==> config.mk <==
export PLATFORM = sky130hd
export DESIGN_NAME = div_unit
export DESIGN_NICKNAME = d
export VERILOG_FILES = /design/src/rtl/div_unit_pkg.sv /design/src/rtl/div_unit_step.sv /design/src/rtl/div_unit.sv
export SDC_FILE = /design/constraint.sdc
export NUM_CORES = 1
export LEC_CHECK = 0
export ABC_CLOCK_PERIOD_IN_PS = 3300
export BUFFER_PORTS_ARGS = -buffer_cell sky130_fd_sc_hd__buf_4
export CAP_MARGIN = 20
export CORE_MARGIN = 4
export CORE_UTILIZATION = 55
export CTS_CLUSTER_DIAMETER = 60
export DETAILED_ROUTE_END_ITERATION = 16
export PLACE_DENSITY = 0.88
export SYNTH_ARGS = -nofsm -noshare
export SYNTH_HDL_FRONTEND = slang
export SYNTH_HIERARCHICAL = 1
export SYNTH_SLANG_ARGS = --single-unit
export TNS_END_PERCENT = 5
==> constraint.sdc <==
create_clock -name clk -period 3.3 [get_ports clk]
set_input_delay 0.165 -clock clk [delete_from_list [all_inputs] [get_ports clk]]
set_output_delay 0.165 -clock clk [all_outputs]
set_load 0.005 [all_outputs]
==> src/rtl/div_unit_pkg.sv <==
// div_unit shared definitions: divide opcodes and the op decoder.
// Opcode values match the execute-stage ALU encoding.
package div_unit_pkg;

   localparam logic [4:0] ALU_DIV  = 5'd16;
   localparam logic [4:0] ALU_DIVU = 5'd17;
   localparam logic [4:0] ALU_REM  = 5'd18;
   localparam logic [4:0] ALU_REMU = 5'd19;

   typedef struct packed {
      logic valid;
      logic sgn;
      logic rem;
   } div_op_t;

   function automatic div_op_t decode_op(input logic [4:0] op);
      div_op_t d;
      d = '0;
      unique case (1'b1)
         (op == ALU_DIV):  d = '{valid: 1'b1, sgn: 1'b1, rem: 1'b0};
         (op == ALU_DIVU): d = '{valid: 1'b1, sgn: 1'b0, rem: 1'b0};
         (op == ALU_REM):  d = '{valid: 1'b1, sgn: 1'b1, rem: 1'b1};
         (op == ALU_REMU): d = '{valid: 1'b1, sgn: 1'b0, rem: 1'b1};
         default:          d = '0;
      endcase
      return d;
   endfunction

endpackage

==> src/rtl/div_unit_step.sv <==
// One restoring-division iteration: shift in the next dividend bit,
// trial-subtract the divisor, and shift the quotient bit into dq.
module div_step #(
   parameter int W = 32
) (
   input  logic [W-1:0] rem_i,
   input  logic [W-1:0] dq_i,
   input  logic [W-1:0] dvs_i,
   output logic [W-1:0] rem_o,
   output logic [W-1:0] dq_o
);

   logic [W:0] shf;
   logic [W:0] dif;

   // remainder stays below the divisor, so W+1 bits hold the shift
   always_comb begin
      shf = {rem_i, dq_i[W-1]};
      dif = shf - {1'b0, dvs_i};
      if (!dif[W]) begin
         rem_o = dif[W-1:0];
         dq_o  = {dq_i[W-2:0], 1'b1};
      end else begin
         rem_o = shf[W-1:0];
         dq_o  = {dq_i[W-2:0], 1'b0};
      end
   end

endmodule

==> src/rtl/div_unit.sv <==
// Iterative radix-2 restoring divider for DIV/DIVU/REM/REMU.
// Divide-by-zero and signed overflow complete on a one-cycle fast path.
module div_unit
   import div_unit_pkg::*;
#(
   parameter int XLEN = 32
) (
   input  logic            clk,
   input  logic            reset_n,
   input  logic            start,
   input  logic [4:0]      alu_op,
   input  logic [XLEN-1:0] a,
   input  logic [XLEN-1:0] b,
   input  logic            flush,
   output logic            busy,
   output logic            done,
   output logic [XLEN-1:0] result
);

   typedef enum logic [1:0] {
      S_IDLE,
      S_CALC,
      S_FIX,
      S_DONE
   } state_e;

   localparam logic [XLEN-1:0] MIN_NEG = {1'b1, {(XLEN-1){1'b0}}};
   localparam logic [XLEN-1:0] ALL_ONE = '1;

   state_e          state_q, state_d;
   logic [4:0]      cnt_q, cnt_d;
   logic [XLEN-1:0] dq_q, dq_d;
   logic [XLEN-1:0] rem_q, rem_d;
   logic [XLEN-1:0] dvs_q, dvs_d;
   logic            is_rem_q, is_rem_d;
   logic            sa_q, sa_d;
   logic            sb_q, sb_d;
   logic [XLEN-1:0] result_q, result_d;
   logic            busy_q, busy_d;
   logic            done_q, done_d;

   div_op_t         op;
   logic            accept;
   logic            neg_a, neg_b;
   logic [XLEN-1:0] mag_a, mag_b;
   logic [XLEN-1:0] q_fix, r_fix;
   logic [XLEN-1:0] step_rem, step_dq;

   div_step #(.W(XLEN)) u_step (
      .rem_i (rem_q),
      .dq_i  (dq_q),
      .dvs_i (dvs_q),
      .rem_o (step_rem),
      .dq_o  (step_dq)
   );

   // next-state, datapath and registered-output logic
   always_comb begin
      state_d  = state_q;
      cnt_d    = cnt_q;
      dq_d     = dq_q;
      rem_d    = rem_q;
      dvs_d    = dvs_q;
      is_rem_d = is_rem_q;
      sa_d     = sa_q;
      sb_d     = sb_q;
      result_d = result_q;

      op     = decode_op(alu_op);
      neg_a  = op.sgn & a[XLEN-1];
      neg_b  = op.sgn & b[XLEN-1];
      mag_a  = neg_a ? -a : a;
      mag_b  = neg_b ? -b : b;
      accept = start & op.valid &
               ((state_q == S_IDLE) | (state_q == S_DONE));
      q_fix  = (sa_q ^ sb_q) ? -dq_q : dq_q;
      r_fix  = sa_q ? -rem_q : rem_q;

      case (state_q)
         S_IDLE, S_DONE: begin
            state_d = S_IDLE;
            if (accept) begin
               is_rem_d = op.rem;
               sa_d     = neg_a;
               sb_d     = neg_b;
               dq_d     = mag_a;
               dvs_d    = mag_b;
               rem_d    = '0;
               cnt_d    = '0;
               if (b == '0) begin
                  result_d = op.rem ? a : ALL_ONE;
                  state_d  = S_DONE;
               end else if (op.sgn && a == MIN_NEG &&
                            b == ALL_ONE) begin
                  result_d = op.rem ? '0 : MIN_NEG;
                  state_d  = S_DONE;
               end else begin
                  state_d = S_CALC;
               end
            end
         end
         S_CALC: begin
            rem_d = step_rem;
            dq_d  = step_dq;
            cnt_d = cnt_q + 5'd1;
            if (cnt_q == 5'd31) state_d = S_FIX;
         end
         S_FIX: begin
            result_d = is_rem_q ? r_fix : q_fix;
            state_d  = S_DONE;
         end
         default: state_d = S_IDLE;
      endcase

      if (flush) begin
         state_d  = S_IDLE;
         result_d = result_q;
      end

      busy_d = (state_d == S_CALC) | (state_d == S_FIX);
      done_d = (state_d == S_DONE);
   end

   // state and datapath registers
   always_ff @(posedge clk or negedge reset_n) begin
      if (!reset_n) begin
         state_q  <= S_IDLE;
         cnt_q    <= '0;
         dq_q     <= '0;
         rem_q    <= '0;
         dvs_q    <= '0;
         is_rem_q <= 1'b0;
         sa_q     <= 1'b0;
         sb_q     <= 1'b0;
         result_q <= '0;
         busy_q   <= 1'b0;
         done_q   <= 1'b0;
      end else begin
         state_q  <= state_d;
         cnt_q    <= cnt_d;
         dq_q     <= dq_d;
         rem_q    <= rem_d;
         dvs_q    <= dvs_d;
         is_rem_q <= is_rem_d;
         sa_q     <= sa_d;
         sb_q     <= sb_d;
         result_q <= result_d;
         busy_q   <= busy_d;
         done_q   <= done_d;
      end
   end

   assign busy   = busy_q;
   assign done   = done_q;
   assign result = result_q;

endmodule

# After elaboration in Yosys (flattened, before gate mapping)
# Cells that the tools add are included.
# totals
n_memories	0
in_bits	73
out_inout_bits	34
ramBits	0
latchBits	0
wordCells	76
mem_bits_ro	0
register_bits	140
# op_classes
shift	0
mux	26
reduce_logical	10
n_div	0
n_eq_ne	15
magnitude_cmp	0
mul	0
bitwise	8
addsub	6
# op_table
cell	count
$mux W32	13
$pmux W32 S2	3
$neg A32 Y32	4
$eq A32 B32 Y1 const B	2
$sub A33 B32 Y33	1
$logic_not A32 Y1	1
$eq A5 B5 Y1 const B	5
$pmux W3 S4	1
$mux W2	5
$pmux W5 S2	1
$eq A2 B2 Y1 const B	4
$pmux W2 S3	1
$add A5 B1 Y5 const B	1
$mux W5	1
$and A1 B1 Y1	4
$eq A2 B1 Y1 const B	2
$reduce_and A2 Y1	2
$reduce_and A4 Y1	1
$reduce_bool A2 Y1	2
$ne A3 B3 Y1 const B	1
$logic_and A1 B1 Y1	2
$logic_not A2 Y1	1
$ne A2 B2 Y1 const B	1
$or A1 B1 Y1	2
4 further kinds	4

# Longest topological paths before layout
# Gate-level depths: netlist (run 1).
# depth
depth_word	11
depth_mapped	15
mapped_depth_nobuf	14

# Modules after synthesis
# Netlist (run 1), hierarchy kept.
# by_module_without_submodules
mod	area_per_inst_um2	cells_per_inst	instances
div_unit	8902.3	1026	1
div_step	2488.6	342	1

# Worst setup path after synthesis (run 1)
# Ideal clock, no wire load.
# synth_timing
kind	flip-flop to flip-flop
startpoint	register dq_q[31]
endpoint	register rem_q[7]
n_path_buf	1
required_ns	3.179
stages_incl_launch_ff	16
t_arrival_ns	3.176
setup_time_ns	0.121
setup_slack_ns	0.003
path_cell_list	dfrtp_1 > inv_1 > ha_1 > fa_1 > and2b_1 > o2111ai_1 > a21oi_2 > o2111ai_1 > a211oi_2 > nor2_2 > mux2i_1 > and2_4 > inv_2 > buf_6 > mux2_4 > a22o_2
# synth_via
elab_chain_len	3
# synth_lines
element	line	rtl
from (decl)	div_unit.sv:32	logic [XLEN-1:0] dq_q, dq_d;
from (signal assigned)	div_unit.sv:141	dq_q <= dq_d;
$sub A33 B32 Y33	div_unit_step.sv:19	dif = shf - {1'b0, dvs_i};
$mux W32	div_unit_step.sv:20	if (!dif[W]) begin
via step_rem[7]	div_unit.sv:47	logic [XLEN-1:0] step_rem, step_dq;
$pmux W32 S2	div_unit.sv:79	case (state_q)
to (signal assigned)	div_unit.sv:142	rem_q <= rem_d;
to (decl)	div_unit.sv:33	logic [XLEN-1:0] rem_q, rem_d;
# The timed path passes the listed nets, and every way through them passes these cells.
# A chain may end at the register's enable or synchronous reset.

# Worst setup path after layout (run 1)
# layout_timing
startpoint	register dq_q[31]
endpoint	register rem_q[20]
# The elaborated chain is that of the path after synthesis.

==> results.toml, run 1 <==
[run_status]
outcome = "complete, no violations"

[finish]
drive_above_1_share_pct = 19.2
mostFrequentLayoutCells = "171 x buf_4, 139 x dfrtp_1, 121 x nand2_1, 118 x o21ai_0, 106 x nor2_1"
diodes = 0
mostFrequentLayoutCell = "buf_4"
areaGrowthSynthToFinish_pct = 16.8
utilization_pct = 65.6
final_nets = 1575
register_area_um2 = 3500
multi_input_area_um2 = 7190
fillerInstances = 1675

[drt]
wl_met2_mm = 15.0
drtIter0Drc = 1172
remaining_drc_errors = 0
wl_met3_mm = 2.99
routed_via_density = 6.29
ant_nets = 0
dr.max_layer_used = "met4"
num_vias = 10952
dr.pass1.iters = 8
drt_wl_total_mm = 32.7
wl_per_cell_um = 18.7
met1Wirelength_mm = 13.3

[pwr]
power_density_nw_per_um2 = 1190
leakagePower_nw = 6.14
power_mw = 15.9
vdd_drop_max_uv = 628

[cts]
cts_inserted_buffers = 17
root_buffer = "clkbuf_16"
htree_num_levels = 4
cts.sinks = 140
path_clk_slew_ns = 0.06
cts_tree = "yes"
clk_latency_ns = 0.43
clock_path_buffers = 2

[yosys]
synth_ff_type = "dfrtp_1"
synth_area_per_cell_um2 = 8.33
syn_inst = 1368
synth-seq-cells = 140
ys_warn_count = 6
syn-num-nets = 1484
ys_seq_area_share_pct = 30.8
synth_cell_types = 81
synthArstFlopShare_pct = 100
synth_edf_count = 0
netlist_area_um2 = 11400

[sta]
worstMarginPinSlew_ns = 0.926
finalHoldViolations = 0
fin_crit_sh_pct = 98.7
fin_crit_ns = 3.26
rsz0062_at_grt = "true"
setup_slack_ns = 0.0445
slew_headroom_pct = 38.3
slew_violations = 0
fmax_mhz = 307
finalHoldWorstSlack_ns = 0.0175
setup_tns_ns = 0
finClkSkew_ns = 0.00783
setup_viol = 0

[worst_hold_path]
hold_class = "input port to flip-flop"

[job]
maxCapViolCount = 0

[place]
io_buffers = 106
gp_congestion = 1.00
dp_slack_ns = -0.0424
dpl.hpwl_mm = 24.2

[die]
rows = 52
io_pins = 107
core_area_um2 = 20300
die_x_um = 152
die_area_um2 = 23100
initial_core_util_pct = 56.1
die_height_um = 152

[global_routing]
grt_max_degree = 99
antenna_found_initial = 0
grt_usage_pct = 27.4
grt_pass1_vias = 10503
grt_pass1_wl_mm = 52.8
grt_remaining_overflow = 0

[critical_path]
cp.arrival_ns = 3.56
start_kind = "flip-flop"
path_class = "flip-flop to flip-flop"
cp_max_fo = 7
required_ns = 3.61
endpoint_kind = "flip-flop"
==> critical path: stages, from the launching register on <==
cell and delay [ns]:
dfrtp_1 0.37, inv_1 0.06, ha_2 0.19, fa_2 0.34, and2b_1 0.24, o2111ai_2 0.16, a21oi_2 0.22, o2111ai_2 0.14
a211oi_2 0.26, nor2_2 0.07, mux2i_1 0.20, and2_4 0.20, inv_6 0.05, clkbuf_16 0.16, mux2_4 0.30, a22o_1 0.20
==> kinds of logic (layout without fill, tap and decap cells) <==
family                     after synthesis  in the layout  synth area share [%]
buffers and inverters                  165            269                  6.99
and+or+nand+nor                        409            409                  17.5
DFF                                    140            140                  30.8
muxes                                   56             56                  5.96
xor gates and xnor gates               139            139                  10.7
AOI/OAI and AO/OA                      416            416                  23.3
adders and majority gates               43             43                  4.79
==> synth_stat cells, types with 4 or more instances <==
library cell,n,area [um^2]
buf_4,32,240
or3_1,8,50.1
nor2b_1,8,50.1
and2_1,6,37.5
a21oi_1,89,445
inv_1,55,206
nor3_1,29,145
a221o_1,5,50.1
a22o_1,37,324
nand3_1,26,130
and3_1,8,50.1
nand3b_1,4,30.0
o21a_1,6,45.0
mux2i_1,18,180
or2_2,6,37.5
xor2_1,66,578
nand4_1,18,113
ha_1,42,526
o21ai_0,118,591
a22oi_1,4,30.0
nand2_1,121,454
clkbuf_1,58,218
nand2b_1,7,43.8
nor2_1,106,398
nor3b_1,8,60.1
buf_1,6,22.5
o21ai_1,12,60.1
o2111ai_1,4,35.0
nor4b_1,4,35.0
dfrtp_1,140,3500
mux2_4,19,285
buf_6,6,67.6
a21o_1,21,158
o211ai_1,5,37.5
mux2_2,17,191
o31ai_1,29,218
a31oi_1,15,93.8
nor4_1,18,113
o41ai_1,15,131
o22ai_1,22,138
xnor2_1,73,639
or4_1,20,150
==> cell type report <==
class | instances | area share (%)
repair buffers | 179 | 10.7
well taps | 270 | 2.54
flip-flops and latches | 140 | 26.3
inverters | 58 | 1.67
multi-input cells | 1063 | 54.0
clock inverters | 11 | 1.24
clock buffers | 21 | 3.54
==> power by group <==
part	switching, mW	total (mW)	internal [mW]
combinational	5.48	10.4	4.92
sequential	0.911	3.38	2.46
clock	0.768	2.09	1.32
total	7.16	15.9	8.71
==> metal layers <==
metal	track usage, %	vias to the layer above
met4	11.7	0
met3	5.89	114
li1	-	5126
met5	0	-
met1	35.8	5103
met2	44.3	609
==> state kept, by name, indices dropped and copies added, names as in the netlist <==
name / cells
is_rem_q: 1
done: 1
state_q: 2
dq_q: 32
sb_q: 1
rem_q: 32
busy: 1
sa_q: 1
cnt_q: 5
dvs_q: 32
result: 32
==> path summary, 6_finish.rpt <==
| kind | from | to | slack [ns] | depth (start not counted) |
|---|---|---|---|---|
| min in group asynchronous | reset_n | dq_q[8] | 0.41 | 2 |
| max | dq_q[31] | rem_q[20] | 0.04 | 15 |
| min reg2reg | dvs_q[23] | dvs_q[23] | 0.48 | 2 |
| max reg2reg | dq_q[31] | rem_q[20] | 0.04 | 15 |
| max in group asynchronous | reset_n | dvs_q[23] | 2.13 | 3 |
| min | alu_op[1] | is_rem_q | 0.02 | 2 |
==> stage by stage <==
| step | area (um^2) | instances |
|---|---|---|
| floorplan | 11400 | 1368 |
| global placement | 12500 | 1706 |
| detailed placement | 12500 | 1706 |
| CTS | 13200 | 1740 |
| global route | 13300 | 1742 |
| finish | 13300 | 1742 |
==> timing repair <==
item,4_1_cts,5_1_grt
gates cloned,0,1
resized for setup,4,15
buffers inserted,0,1
pin swaps,2,10
hold buffers,2,0
endpoints found under the setup margin,22,23
endpoints found under the hold margin,98,0
Note: power is estimated with default switching activity, not from simulation.
==> inputs of run 2 (changes only) <==
Settings changed: REMOVE_ABC_BUFFERS set to 1.
==> run 2 against run 1 <==
Sequential power about the same. Clock power decreased by 12%. Die area unchanged. Maximum frequency increased by 1.5%. Flip-flop and latch count unchanged. Worst hold slack improved by 0.016 ns.
==> results.toml, run 2 (synthesis gave the netlist of run 1 again) <==
[run_status]
outcome = "complete, no violations"

[finish]
final_nets = 1574
utilization_pct = 64.9
mostFrequentLayoutCells = "171 x buf_4, 139 x dfrtp_1, 121 x nand2_1, 117 x o21ai_0, 106 x nor2_1"
layout.cells.non_filler = 1740
diodes = 0
drive_above_1_share_pct = 19.0
areaGrowthSynthToFinish_pct = 15.7
fin_area_um2 = 13200
fillerInstances = 1674
mostFrequentLayoutCell = "buf_4"

[die]
die_area_um2 = 23100
io_pins = 107
rows = 52
core_area_um2 = 20300
die_height_um = 152
die_x_um = 152
initial_core_util_pct = 56.1

[pwr]
power_mw = 15.3
power.internal_mw = 8.31
switchingPower_mw = 7.03
leakagePower_nw = 6.08
seqPwrFrac_pct = 22.1
swShare_pct = 45.8
vdd_drop_max_uv = 722
power.share.combinational_pct = 65.9
power_density_nw_per_um2 = 1160
p_clk_share_pct = 12.0

[sta]
setup_tns_ns = 0
fmax_mhz = 312
finClkSkew_ns = 0.0114
fin_crit_sh_pct = 97.2
slew_violations = 0
fin_crit_ns = 3.21
worstMarginPinSlew_ns = 0.965
setup_viol = 0
finalHoldViolations = 0
finalHoldWorstSlack_ns = 0.0340
setup_slack_ns = 0.0923
slew_headroom_pct = 35.5

[cts]
clock_path_buffers = 2
htree_num_levels = 4
cts.sinks = 140
clk_latency_ns = 0.44
cts_tree = "yes"
path_clk_slew_ns = 0.06
cts_inserted_buffers = 17
root_buffer = "clkbuf_16"

[drt]
num_vias = 10902
wl_per_cell_um = 18.3
dr.pass1.iters = 6
drtIter0Drc = 1028
drt_wl_total_mm = 31.8
routed_via_density = 6.27
ant_nets = 0
remaining_drc_errors = 0

[global_routing]
grt_pass1_vias = 10368
grt_pass1_wl_mm = 51.4
grt_remaining_overflow = 0
grt_usage_pct = 26.5
grt_max_degree = 81
antenna_found_initial = 0

[critical_path]
endpoint_kind = "flip-flop"
required_ns = 3.62
path_class = "flip-flop to flip-flop"
cp_max_fo = 6
cp.arrival_ns = 3.53
start_kind = "flip-flop"

[place]
dpl.hpwl_mm = 23.6
io_buffers = 106
dp_cells = 1706
place_area_um2 = 12500
dp_slack_ns = 0.0422
gp_congestion = 0.953

[job]
maxCapViolCount = 0

[worst_hold_path]
hold_class = "input port to flip-flop"
-- run 2: worst max-delay path, stage by stage, from the launching register on --
cell	delay, ns
dfrtp_1	0.40
buf_4	0.17
ha_1	0.27
nor2b_1	0.16
o2111ai_1	0.33
a31oi_2	0.19
o2111a_1	0.30
o2111ai_1	0.31
nand3_1	0.13
a21o_1	0.22
xor2_1	0.15
mux2_4	0.27
a22o_1	0.19
-- run 2: metal layers --
layer	up-vias	global-route usage, %	part of all wire, %
met3	107	5.49	8.9
met5	-	0	0
met4	0	10.2	3.5
li1	5121	-	-
met1	5101	34.3	41
met2	573	43.8	46
-- run 2: power groups by stage --
stage / clock network, mW / registers (mW) / logic [mW]
finish: 1.84 / 3.38 / 10.1
detailed placement: 0 / 3.37 / 9.65
global placement: 0 / 3.32 / 9.38
floorplan: 0 / 3.17 / 6.68
CTS: 1.85 / 3.35 / 9.73
global route: 1.93 / 3.50 / 10.9
-- run 2: area by class of cell --
class	instances	area, um^2	share of cell area, %
inverter	58	218	1.65
sequential	140	3500	26.6
timing repair buffer	178	1400	10.6
tap	270	338	2.56
clock buffer	20	467	3.54
clock inverter	11	93.8	0.712
multi-input combinational	1063	7170	54.4
-- run 2: timing repair --
| item | in CTS | in global routing |
|---|---|---|
| endpoints found under the hold margin | 81 | 0 |
| gates resized for setup | 0 | 16 |
| endpoints found under the setup margin | 5 | 24 |
| setup buffers | 0 | 1 |
| pin swaps | 1 | 3 |
| hold buffers | 2 | 0 |
-- run 2: worst paths after layout --
kind	from	end	slack [ns]	depth (start not counted)
setup / recovery	rem_q[0]	rem_q[25]	0.09	12
hold / removal	alu_op[1]	is_rem_q	0.03	2
setup reg to reg	rem_q[0]	rem_q[25]	0.09	12
hold reg to reg	result[23]	result[23]	0.48	2
max in group asynchronous	reset_n	rem_q[17]	2.16	3
min in group asynchronous	reset_n	dvs_q[1]	0.35	2
